File: src/rtl/spectro_pkg.sv
// Shared types and width helpers for the spectrometer readout blocks.
package spectro_pkg;

  typedef enum logic [1:0] {
    IDLE   = 2'd0,
    STREAM = 2'd1,
    DRAIN  = 2'd2
  } state_e;

  localparam int unsigned FRAME_CNT_W = 16;

  // Bits needed for an index ranging over 0..n-1.
  function automatic int unsigned idx_w(input int unsigned n);
    return (n < 2) ? 1 : $clog2(n);
  endfunction

  // Bits needed for a count ranging over 0..max_val.
  function automatic int unsigned cnt_w(input int unsigned max_val);
    return (max_val < 2) ? 1 : $clog2(max_val + 1);
  endfunction

endpackage

File: src/rtl/spectro_sync_fifo.sv
// Register-based first-word-fall-through FIFO with occupancy output.
// The head value is held after the last read so rd_data never shows stale slots.
module spectro_sync_fifo
  import spectro_pkg::*;
#(
  parameter int unsigned DATA_W = 10,
  parameter int unsigned DEPTH  = 4,
  localparam int unsigned CNT_W = cnt_w(DEPTH)
) (
  input  logic              CLK,
  input  logic              RST,
  input  logic              wr_en,
  input  logic [DATA_W-1:0] wr_data,
  input  logic              rd_en,
  output logic [DATA_W-1:0] rd_data,
  output logic              empty,
  output logic [CNT_W-1:0]  count
);

  localparam int unsigned PTR_W = idx_w(DEPTH);

  logic [DATA_W-1:0] mem_q [DEPTH];
  logic [DATA_W-1:0] mem_d [DEPTH];
  logic [PTR_W-1:0]  wr_ptr_q, wr_ptr_d;
  logic [PTR_W-1:0]  rd_ptr_q, rd_ptr_d;
  logic [CNT_W-1:0]  count_q, count_d;
  logic [DATA_W-1:0] last_q, last_d;
  logic              pop;

  assign empty   = (count_q == '0);
  assign count   = count_q;
  assign rd_data = empty ? last_q : mem_q[rd_ptr_q];
  assign pop     = rd_en && !empty;

  // A write into the slot being read while full is safe: the read uses the pre-edge value.
  always_comb begin
    mem_d    = mem_q;
    wr_ptr_d = wr_ptr_q;
    rd_ptr_d = rd_ptr_q;
    last_d   = last_q;
    if (wr_en) begin
      mem_d[wr_ptr_q] = wr_data;
      wr_ptr_d        = wr_ptr_q + PTR_W'(1);
    end
    if (pop) begin
      last_d   = mem_q[rd_ptr_q];
      rd_ptr_d = rd_ptr_q + PTR_W'(1);
    end
    count_d = count_q + CNT_W'(wr_en) - CNT_W'(pop);
  end

  always_ff @(posedge CLK) begin
    if (RST) begin
      wr_ptr_q <= '0;
      rd_ptr_q <= '0;
      count_q  <= '0;
      last_q   <= '0;
    end else begin
      wr_ptr_q <= wr_ptr_d;
      rd_ptr_q <= rd_ptr_d;
      count_q  <= count_d;
      last_q   <= last_d;
    end
  end

  always_ff @(posedge CLK) begin
    mem_q <= mem_d;
  end

endmodule

File: src/rtl/spectro_frame_reader.sv
// Drains a standard-mode ADC FIFO into a local buffer and emits fixed-length
// spectra with sof/eof markers; streaming only ever stops on a frame boundary.
module spectro_frame_reader
  import spectro_pkg::*;
#(
  parameter int unsigned DATA_W     = 10,
  parameter int unsigned FRAME_LEN  = 2048,
  parameter int unsigned RD_LATENCY = 1,
  parameter int unsigned BUF_DEPTH  = 4
) (
  input  logic                   CLK,
  input  logic                   RST,
  input  logic                   ENABLE,
  input  logic [DATA_W-1:0]      fifoData,
  input  logic                   FIFO_EMPTY,
  output logic                   FIFO_RD,
  output logic [DATA_W-1:0]      dataOut,
  output logic                   dataValid,
  input  logic                   dataReady,
  output logic                   sof,
  output logic                   eof,
  output logic [FRAME_CNT_W-1:0] frameCount,
  output logic                   busy
);

  localparam int unsigned IDX_W = idx_w(FRAME_LEN);
  localparam int unsigned OCC_W = cnt_w(BUF_DEPTH);
  localparam int unsigned INF_W = cnt_w(RD_LATENCY);
  localparam logic [IDX_W-1:0] LAST_IDX = IDX_W'(FRAME_LEN - 1);

  state_e                 state_q, state_d;
  logic                   stop_q, stop_d;
  logic [IDX_W-1:0]       issue_idx_q, issue_idx_d;
  logic [IDX_W-1:0]       out_idx_q, out_idx_d;
  logic [FRAME_CNT_W-1:0] frame_cnt_q, frame_cnt_d;
  logic [INF_W-1:0]       inflight_q, inflight_d;
  logic [RD_LATENCY-1:0]  land_sr_q, land_sr_d;

  logic             buf_empty;
  logic [OCC_W-1:0] occ;
  logic             land, xfer, credit, stop_req, stop_now, fifo_rd, drain_done;

  spectro_sync_fifo #(
    .DATA_W(DATA_W),
    .DEPTH (BUF_DEPTH)
  ) u_buf (
    .CLK    (CLK),
    .RST    (RST),
    .wr_en  (land),
    .wr_data(fifoData),
    .rd_en  (dataReady),
    .rd_data(dataOut),
    .empty  (buf_empty),
    .count  (occ)
  );

  assign land       = land_sr_q[RD_LATENCY-1];
  assign dataValid  = !buf_empty;
  assign xfer       = dataValid && dataReady;
  assign sof        = (out_idx_q == '0);
  assign eof        = (out_idx_q == LAST_IDX);
  assign frameCount = frame_cnt_q;
  assign busy       = (state_q != IDLE);
  assign FIFO_RD    = fifo_rd;

  assign credit   = (32'(occ) + 32'(inflight_q)) < BUF_DEPTH;
  assign stop_req = stop_q || !ENABLE;
  assign stop_now = stop_req && (issue_idx_q == '0);
  assign fifo_rd  = !RST && (state_q == STREAM) && !FIFO_EMPTY && credit && !stop_now;
  // Done when nothing is in flight and the buffer empties at this edge.
  assign drain_done = (inflight_q == '0) && (occ == OCC_W'(xfer));

  always_comb begin
    state_d     = state_q;
    stop_d      = 1'b0;
    land_sr_d   = RD_LATENCY'({land_sr_q, fifo_rd});
    inflight_d  = inflight_q + INF_W'(fifo_rd) - INF_W'(land);
    issue_idx_d = issue_idx_q;
    out_idx_d   = out_idx_q;
    frame_cnt_d = frame_cnt_q + FRAME_CNT_W'(xfer && eof);

    if (fifo_rd) issue_idx_d = (issue_idx_q == LAST_IDX) ? '0 : issue_idx_q + IDX_W'(1);
    if (xfer)    out_idx_d   = (out_idx_q == LAST_IDX) ? '0 : out_idx_q + IDX_W'(1);

    unique case (state_q)
      IDLE: begin
        if (ENABLE) state_d = STREAM;
      end
      STREAM: begin
        stop_d = stop_req;
        if (stop_now || (fifo_rd && issue_idx_q == LAST_IDX && stop_req)) state_d = DRAIN;
      end
      DRAIN: begin
        if (drain_done) state_d = IDLE;
      end
      default: state_d = IDLE;
    endcase
  end

  always_ff @(posedge CLK) begin
    if (RST) begin
      state_q     <= IDLE;
      stop_q      <= 1'b0;
      land_sr_q   <= '0;
      inflight_q  <= '0;
      issue_idx_q <= '0;
      out_idx_q   <= '0;
      frame_cnt_q <= '0;
    end else begin
      state_q     <= state_d;
      stop_q      <= stop_d;
      land_sr_q   <= land_sr_d;
      inflight_q  <= inflight_d;
      issue_idx_q <= issue_idx_d;
      out_idx_q   <= out_idx_d;
      frame_cnt_q <= frame_cnt_d;
    end
  end

endmodule
File: config.mk
export PLATFORM = sky130hd
export DESIGN_NAME = spectro_frame_reader
export DESIGN_NICKNAME = d
export VERILOG_FILES = /design/src/rtl/spectro_pkg.sv /design/src/rtl/spectro_sync_fifo.sv /design/src/rtl/spectro_frame_reader.sv
export SDC_FILE = /design/constraint.sdc
export NUM_CORES = 1
export LEC_CHECK = 0
export ABC_CLOCK_PERIOD_IN_PS = 2300
export BUFFER_PORTS_ARGS = -buffer_cell sky130_fd_sc_hd__buf_4
export CORE_MARGIN = 8
export CORE_UTILIZATION = 53
export DETAILED_ROUTE_END_ITERATION = 12
export PLACE_DENSITY = 0.76
export SLEW_MARGIN = 20
export SYNTH_ARGS = -nofsm -noshare
export SYNTH_HDL_FRONTEND = slang
export SYNTH_HIERARCHICAL = 1
export SYNTH_SLANG_ARGS = --single-unit
export TNS_END_PERCENT = 100
File: constraint.sdc
create_clock -name CLK -period 2.3 [get_ports CLK]
set_clock_uncertainty 0.15 [all_clocks]
set_input_delay 0 -clock CLK [delete_from_list [all_inputs] [get_ports CLK]]
set_output_delay 0 -clock CLK [all_outputs]
set_load 0.02 [all_outputs]
======== Word-level counts from Yosys, hierarchy flattened ========
Cells that the tools add are included.
cells by class
  $add $sub $neg .......................... 10
  $lt $le $gt $ge ......................... 4
  equal/unequal tests ..................... 8
  mux-type cells .......................... 13
  bitwise operators ....................... 4
  reductions and logical operators ........ 25
operator list
  kind                                                         number
  bitwise mux 40 bit                                           1
  2-to-1 mux 10 bit                                            4
  adder 11 x 1 -> 11 bit (second input constant)               2
  == test 11 bit (second input constant)                       2
  zero test 11 bit                                             2
  2-to-1 mux 11 bit                                            2
  binary-select mux 10 bit (select 2 bit)                      1
  demux 10 bit (select 2 bit)                                  1
  adder 16 x 1 -> 16 bit                                       1
  logical AND 1 bit                                            11
  >= comparator 3 bit (second input constant)                  2
  2-to-1 mux 2 bit                                             3
  inverter 2 -> 3 bit                                          2
  one-hot mux 2 bit (3 select lines)                           1
  zero test 1 bit                                              5
  adder 2 x 1 -> 2 bit (second input constant)                 2
  adder 3 x 1 -> 4 bit                                         1
  less-than comparator 4 x 3 -> 1 bit (second input constant)  1
  inequality test 2 bit (second input constant)                2
  adder 3 x 1 -> 3 bit                                         1
  == test 3 x 1 -> 1 bit                                       1
  zero test 3 bit                                              1
  less-than comparator 3 x 1 -> 1 bit (second input constant)  1
  AND reduction 3 bit                                          1
  other kinds (11)                                             13
storage, ports and cells
  register bits after elaboration ......... 100

======== Logic depth before layout (Yosys ltp) ========
Gate-level depths: netlist of the first run.
  depth in word-level cells ............... 10
  gate-level depth with buffers ........... 13
  gate-level depth less buffers ........... 11

======== Hierarchy ========
Netlist of the first run, hierarchy kept.
modules (own cells, without submodules)
  module                times used  cells each  area each (um2)  sequential area each (um2)
  spectro_sync_fifo     1           149         2,299.7          1,541.5
  spectro_frame_reader  1           239         2,050.7          860.8

======== Worst setup path before layout of the first run ========
Ideal clock, no wire load.
  kind .................................... register -> register
  from .................................... register u_buf.count_q[1], in the netlist u_buf/count[1]
  to ...................................... register u_buf.count_q[2], in the netlist u_buf/count[2]
  library setup time ...................... 0.128 ns
  arrival ................................. 2.213 ns
  data required time ...................... 2.022 ns
  path slack .............................. -0.190 ns
  cell stages (with the launch flop) ...... 11
  clock period less this slack ............ 2.490 ns
  path through ............................ dfxtp_1 > o31ai_1 > inv_1 > clkbuf_1 > ha_1 > inv_1 > ha_1 > fa_1 > xnor2_1 > xnor2_1 > nor2_1
on the way
  cells in the longest elaborated chain, start to end .. 4
  elaborated cells between the ends (all ways) .. 5
  classes of those cells .................. add/sub: 2; reduce/logical: 3
ends and longest elaborated chain
  element                    RTL line                 source
  start: declaration         spectro_sync_fifo.sv:26  logic [CNT_W-1:0] count_q, count_d;
  start signal: assignment   spectro_sync_fifo.sv:61  count_q <= count_d;
  zero test 3 bit            spectro_sync_fifo.sv:30  assign empty = (count_q == '0);
  zero test 1 bit            spectro_sync_fifo.sv:33  assign pop = rd_en && !empty;
  logical AND 1 bit          spectro_sync_fifo.sv:33
  named net u_buf.pop        spectro_sync_fifo.sv:28  logic pop;
  subtractor 3 x 1 -> 3 bit  spectro_sync_fifo.sv:49  count_d = count_q + CNT_W'(wr_en) - CNT_W'(pop);
The timed path passes the listed nets, and every way through them passes these cells.
A chain may end at the register's enable or synchronous reset.

======== Worst setup path after layout of the first run ========
  from .................................... register out_idx_q[7]
  to ...................................... register frame_cnt_q[15], in the netlist frameCount[15]
on the way
  cells in the longest elaborated chain, start to end .. 3
ends and longest elaborated chain
  element                   RTL line                     source
  start: declaration        spectro_frame_reader.sv:34   logic [IDX_W-1:0] out_idx_q, out_idx_d;
  start signal: assignment  spectro_frame_reader.sv:115  out_idx_q <= out_idx_d;
  == test 11 bit            spectro_frame_reader.sv:61   assign eof = (out_idx_q == LAST_IDX);
  logical AND 1 bit         spectro_frame_reader.sv:80   frame_cnt_d = frame_cnt_q + FRAME_CNT_W'(xfer && eof);
  adder 16 x 1 -> 16 bit    spectro_frame_reader.sv:80
  end signal: assignment    spectro_frame_reader.sv:116  frame_cnt_q <= frame_cnt_d;
  end: declaration          spectro_frame_reader.sv:35   logic [FRAME_CNT_W-1:0] frame_cnt_q, frame_cnt_d;
No other way between the ends.

==> results of run 1 <==
## logic make-up (layout without fill, tap and decap cells)
family / Yosys count / after routing / synth area share, %
simple gates: 151 / 151 / 17.7
mux: 21 / 21 / 8.17
flops: 100 / 100 / 55.2
fa+ha+maj: 13 / 13 / 3.91
buf+inv: 38 / 111 / 3.74
xor+xnor: 35 / 35 / 7.05
compound gates: 30 / 30 / 4.20
## worst paths after layout
check                                      end  cells after the start                          from  slack (ns)
hold reg to reg   u_buf/last_q[0]$_SDFFE_PP0P_                      2  u_buf/last_q[0]$_SDFFE_PP0P_        0.31
setup reg to reg     frameCount[15]$_SDFF_PP0_                      9     out_idx_q[7]$_SDFFE_PP0P_        0.09
setup / recovery     frameCount[15]$_SDFF_PP0_                      9     out_idx_q[7]$_SDFFE_PP0P_        0.09
hold / removal       u_buf/mem_q[34]$_DFFE_PP_                      2                   fifoData[4]        0.21
## worst reg2reg max path, cell delays in order, from the launching register on
cell	delay [ns]
dfxtp_4	0.38
nand3_2	0.10
or3_4	0.34
nor2_2	0.11
ha_2	0.20
and3_4	0.19
nand3_4	0.12
nor4_4	0.32
xnor2_1	0.15
nor2_1	0.05
## per-layer routing
metal / track usage [%] / vias up
li1: - / 1482
met1: 18.1 / 1408
met2: 23.9 / 68
met3: 3.42 / 12
met4: 5.83 / 0
met5: 0 / -
## state kept, by name (all words and copies together) (netlist names)
register	count
u_buf/rd_ptr_q	2
state_q	2
u_buf/last_q	10
frameCount	16
issue_idx_q	11
out_idx_q	11
stop_q	1
u_buf/wr_ptr_q	2
land	1
u_buf/count	3
u_buf/mem_q	40
inflight_q	1
## metrics by stage
stage | cells | TNS [ns] | instance area (um^2) | hold WS [ns] | util [%]
after global routing | 566 | -0.0219 | 5300 | 0.207 | 65.5
after floorplan | 388 | 0 | 4420 | -0.0511 | -
final | 566 | 0 | 5300 | 0.208 | 65.5
after detailed placement | 535 | 0 | 4880 | 0.0525 | 60.3
after CTS | 566 | 0 | 5230 | 0.186 | 64.7
after global placement | 535 | 0 | 4880 | 0.0509 | 60.3
## placed cells by master (no fill, tap or decap), types with 4 or more instances in the layout
cell type | netlist | routed
mux4_2 | 8 | 8
nand4_1 | 7 | 7
dfxtp_2 | 0 | 4
nor3_1 | 6 | 5
dfxtp_1 | 60 | 51
inv_1 | 23 | 22
xnor2_1 | 20 | 19
nand2_1 | 35 | 35
or3_1 | 6 | 5
nand3_1 | 18 | 14
o21ai_0 | 4 | 4
edfxtp_1 | 40 | 40
nor2_1 | 40 | 38
nor2b_1 | 6 | 6
ha_1 | 12 | 10
dfxtp_4 | 0 | 5
mux2_2 | 10 | 10
buf_4 | 0 | 56
nand3_2 | 1 | 4
clkbuf_8 | 0 | 9
xor2_1 | 15 | 15
a21oi_1 | 18 | 18
and2_1 | 6 | 6
dlygate4sd3_1 | 0 | 15
## where the power goes
group          switching [uW]  leakage (uW)  internal [uW]
registers                 105      0.000851           1950
clock network             679      0.000103            440
logic                     773       0.00100            736
## cell type report
class,instances,share of cell area [%]
well taps,105,2.48
flip-flops and latches,100,45.8
inverters,24,1.70
clock inverters,7,1.44
repair buffers,71,10.8
multi-input cells,250,35.5
clock buffers,9,2.34
## repair_timing
item,in CTS,in global routing
hold endpoints to repair,58,0
resized for setup,0,18
hold buffers,15,0
setup endpoints to repair,0,10
==> impl_metrics.toml, run 1 <==
[die]
dieWidth_um = 107
die_h_um = 107
rows = 33
start_util_pct = 53.8
core_um2 = 8090
die_area_um2 = 11400
ios = 46

[timing]
finalCritPeriodShare_pct = 96.2
finalHoldViolCount = 0
drv_slew = 0
setup_viol = 0
period_needed_ns = 2.21
setup_ws_ns = 0.0870
worst_pin_slew_ns = 0.566
clock.fmax_mhz = 452
relSlewSlack_pct = 62.3

[setup_path]
critPathMaxStageDelay_ns = 0.38
crit_path_top_delay_cell = "dfxtp_4"
path_cells = "nand3_2 -> or3_4 -> nor2_2 -> ha_2 -> and3_4 -> nand3_4 -> nor4_4 -> xnor2_1 -> nor2_1"
path_delay_family = "simple AND/OR/NAND/NOR gates"
cp_max_fo = 7
worst_setup_path_start_kind = "flip-flop"
end_kind = "flip-flop"
critPathKind = "flip-flop to flip-flop"
cp.required_ns = 2.41
critical_path_buf_inv_count = 0
worstPathArrival_ns = 2.32

[power]
finalPower_uw = 4690
p_leak_uw = 0.00196
ir_drop_v = 0.000462
power_density_nw_per_um2 = 884

[route]
wl_met3_um = 354
ant_nets = 0
drtPass1Iterations = 4
wl_met2_mm = 3.98
drc_errors = 0
vias = 2970
top_layer = "met4"
viasPerCell = 5.25
drt_iter0_drc = 162
wirelength_mm = 8.23
wl_per_cell_um = 14.5
met1_length_mm = 3.77

[global_route]
antenna_found_initial = 0
grt_use_total_pct = 14.6
grt_pass1_vias = 2846
grt_pass1_wl_mm = 13.4
grt.overflow.total = 0
grt_max_degree = 51

[synthesis]
syn-cell-area_um2 = 4350
synth.area.top_cells = "dfxtp_1 (28%), edfxtp_1 (28%), mux4_2 (4.1%), xnor2_1 (4.0%), ha_1 (3.5%)"
ys.flop_type = "dfxtp_1"
syn_area_per_cell_um2 = 11.2
yosysMostFrequentCell = "dfxtp_1"
ys_types = 49
yosys.area.top_type = "dfxtp_1"
synth_warnings = 6
synth.cells.most_frequent = "dfxtp_1 (60), edfxtp_1 (40), nor2_1 (40)"
synth_edf_count = 40
yosys_register_bits = 100
seq_area_frac_synth_pct = 55.2
synth_top_area_share_pct = 27.6
synth_nets = 416
synth_cells = 388
async_flop_share_pct = 0

[cells_and_area]
antenna_cells = 0
regArea_um2 = 2430
area_delta_synth_final_pct = 21.9
fin_nets = 484
n_fill_cell = 610
multi_input_area_um2 = 1880
drive_gt1_share_pct = 27.8

[job]
maxCapViolCount = 0

[placed_design]
dp_hpwl_mm = 5.62
io_buffers = 45
dpl_worst_slack_ns = 0.0212
place_congestion = 0.833

[run_status]
outcome = "complete, no violations"

[clock_network]
clkLatencyLatePin_ns = 0.37
postCtsSetupBuffers = 0
clk_pin_slew_ns = 0.11
cts_tree = "done"
cts_sinks = 100
htreeDepth = 3
cts_buffers = 9
clock_path_buffers = 2
cts-root-buf = "clkbuf_8"

[worst_hold_path]
worstHoldPathType = "input port to flip-flop"
No activity file was read; power rests on OpenSTA's default activity.
==> run 2, diff against run 1 <==
--- a/config.mk
+++ b/config.mk
@@ -10,7 +10,7 @@
 export CORE_MARGIN = 8
 export CORE_UTILIZATION = 53
 export DETAILED_ROUTE_END_ITERATION = 12
-export PLACE_DENSITY = 0.76
+export PLACE_DENSITY = 0.87
 export SLEW_MARGIN = 20
 export SYNTH_ARGS = -nofsm -noshare
 export SYNTH_HDL_FRONTEND = slang
==> run 2 against run 1 <==
  * Largest power group unchanged
  * Die area did not move
  * Setup slack improved by 0.026 ns
  * Count of clock-buffer cells in the layout stayed put
  * Critical path type unchanged
  * Combinational power grew 4%
  * Final cell count is 0.35% higher
  * Via count rose by 2.5%
  * Worst hold slack improved by 0.0086 ns
==> impl_metrics.toml, run 2 (synthesis results as in run 1) <==
[run_status]
outcome = "complete, no violations"

[cells_and_area]
largest-register = "u_buf/mem_q"
area_delta_synth_final_pct = 22.8
multi_input_area_um2 = 1900
n_fill_cell = 617
antenna_cells = 0
final_common_cell = "buf_4"
drive_gt1_share_pct = 27.4
fin_nets = 486
final_cell_mix = "buf_4 (59), dfxtp_1 (54), edfxtp_1 (40)"
stdcell_count = 568
regArea_um2 = 2420
largest_reg_flops = 40
stdcell_area_um2 = 5340

[setup_path]
worstSetupEndpoint = "u_buf/count[2]$_SDFF_PP0_"
cp.required_ns = 2.42
cp_max_fo = 5
worstRegToRegCells = 9
crit_start = "u_buf/count[1]$_SDFF_PP0_"
critPathKind = "flip-flop to flip-flop"
worst_setup_path_start_kind = "flip-flop"
r2r_setup_slack_ns = 0.11
reg2reg_to = "u_buf/count[2]$_SDFF_PP0_"
end_kind = "flip-flop"
worstPathArrival_ns = 2.31
r2r_start = "u_buf/count[1]$_SDFF_PP0_"

[route]
ant_nets = 0
viasPerCell = 5.36
drc_errors = 0
drtPass1Iterations = 5
wirelength_mm = 9.00
drt_iter0_drc = 62
vias = 3043
wl_per_cell_um = 15.8

[die]
rows = 33
die_area_um2 = 11400
dieWidth_um = 107
die_h_um = 107
core_um2 = 8090
ios = 46
start_util_pct = 53.8

[clock_network]
cts_buffers = 9
clock_path_buffers = 2
cts_tree = "done"
cts-root-buf = "clkbuf_8"
clkLatencyLatePin_ns = 0.37
clk_pin_slew_ns = 0.12
htreeDepth = 3
cts_sinks = 100

[power]
p_leak_uw = 0.00197
ir_drop_v = 0.000640
finalPower_uw = 4780
power_density_nw_per_um2 = 895

[timing]
worst_pin_slew_ns = 0.576
finalCritPeriodShare_pct = 95.1
drv_slew = 0
clock.fmax_mhz = 457
rsz0062_at_grt = "no"
setup_viol = 0
relSlewSlack_pct = 61.6
finalHoldViolCount = 0
period_needed_ns = 2.19
setup_tns_ns = 0
setup_ws_ns = 0.113

[global_route]
antenna_found_initial = 0
grt_pass1_vias = 3028
grt_pass1_wl_mm = 14.4
grt.overflow.total = 0
grt_use_total_pct = 15.8
grt_max_degree = 28

[placed_design]
dpl_worst_slack_ns = 0.0294
dpl_cell_area_um2 = 4890
io_buffers = 45
place_inst = 535
place_congestion = 0.829
dp_hpwl_mm = 6.07

[worst_hold_path]
min-delay-start = "fifoData[8]"
worstHoldPathType = "input port to flip-flop"

[job]
maxCapViolCount = 0
==> run 2: cell count changes in the layout (fill, tap and decap cells not counted), sizes merged <==
cell,change
buf,+3
clkinv,+4
dlygate4sd3,-1
inv,-4
==> run 2: cell type report <==
class                           count  area share [%]
Clock buffer                        9            2.32
Clock inverter                      7            1.71
Inverter                           24            1.69
Multi-Input combinational cell    250            35.7
Sequential cell                   100            45.3
Tap cell                          105            2.46
Timing Repair Buffer               73            10.9
==> run 2: worst min path at each step <==
stage / cells after the start / slack [ns] / to
floorplan: 0 / -0.05 / u_buf/mem_q[0]$_DFFE_PP_
global placement: 1 / 0.05 / u_buf/mem_q[33]$_DFFE_PP_
detailed placement: 1 / 0.06 / u_buf/mem_q[19]$_DFFE_PP_
CTS: 2 / 0.20 / u_buf/mem_q[2]$_DFFE_PP_
global route: 2 / 0.21 / u_buf/mem_q[10]$_DFFE_PP_
finish: 2 / 0.22 / u_buf/mem_q[8]$_DFFE_PP_
==> run 2: worst max-delay path, cell delays in order (launching register included) <==
cell and delay [ns]:
dfxtp_4 0.39, o31ai_4 0.24, inv_2 0.06, ha_1 0.28, inv_1 0.05, ha_1 0.21
fa_2 0.38, xnor2_2 0.14, xnor2_1 0.13, nor2_1 0.05
==> run 2: timing repair <==
| item | in CTS | in global routing |
|---|---|---|
| gates resized for setup | 1 | 13 |
| setup buffers | 0 | 3 |
| pin swaps | 0 | 7 |
| setup endpoints to repair | 2 | 10 |
| hold endpoints to repair | 73 | 0 |
| hold buffers | 14 | 0 |
==> run 2: power breakdown <==
| group | switching (uW) | internal (uW) |
|---|---|---|
| sequential | 108 | 1960 |
| clock | 703 | 440 |
| combinational | 812 | 761 |
==> run 2: metal layers <==
layer / vias up / wire, um / global-route usage, %
li1: 1485 / - / -
met3: 10 / 388 / 3.78
met2: 55 / 4540 / 27.7
met4: 0 / 99 / 6.33
met1: 1493 / 3980 / 18.2
met5: - / 0 / 0
==> run 2: per-stage QoR <==
| stage | utilization [%] | hold WS, ns |
|---|---|---|
| 6_report | 66.0 | 0.216 |
| 5_1_grt | 66.0 | 0.208 |
| 4_1_cts | 64.9 | 0.200 |
| 3_5_place_dp | 60.4 | 0.0551 |
| 3_3_place_gp | 60.4 | 0.0494 |
| 2_1_floorplan | - | -0.0511 |
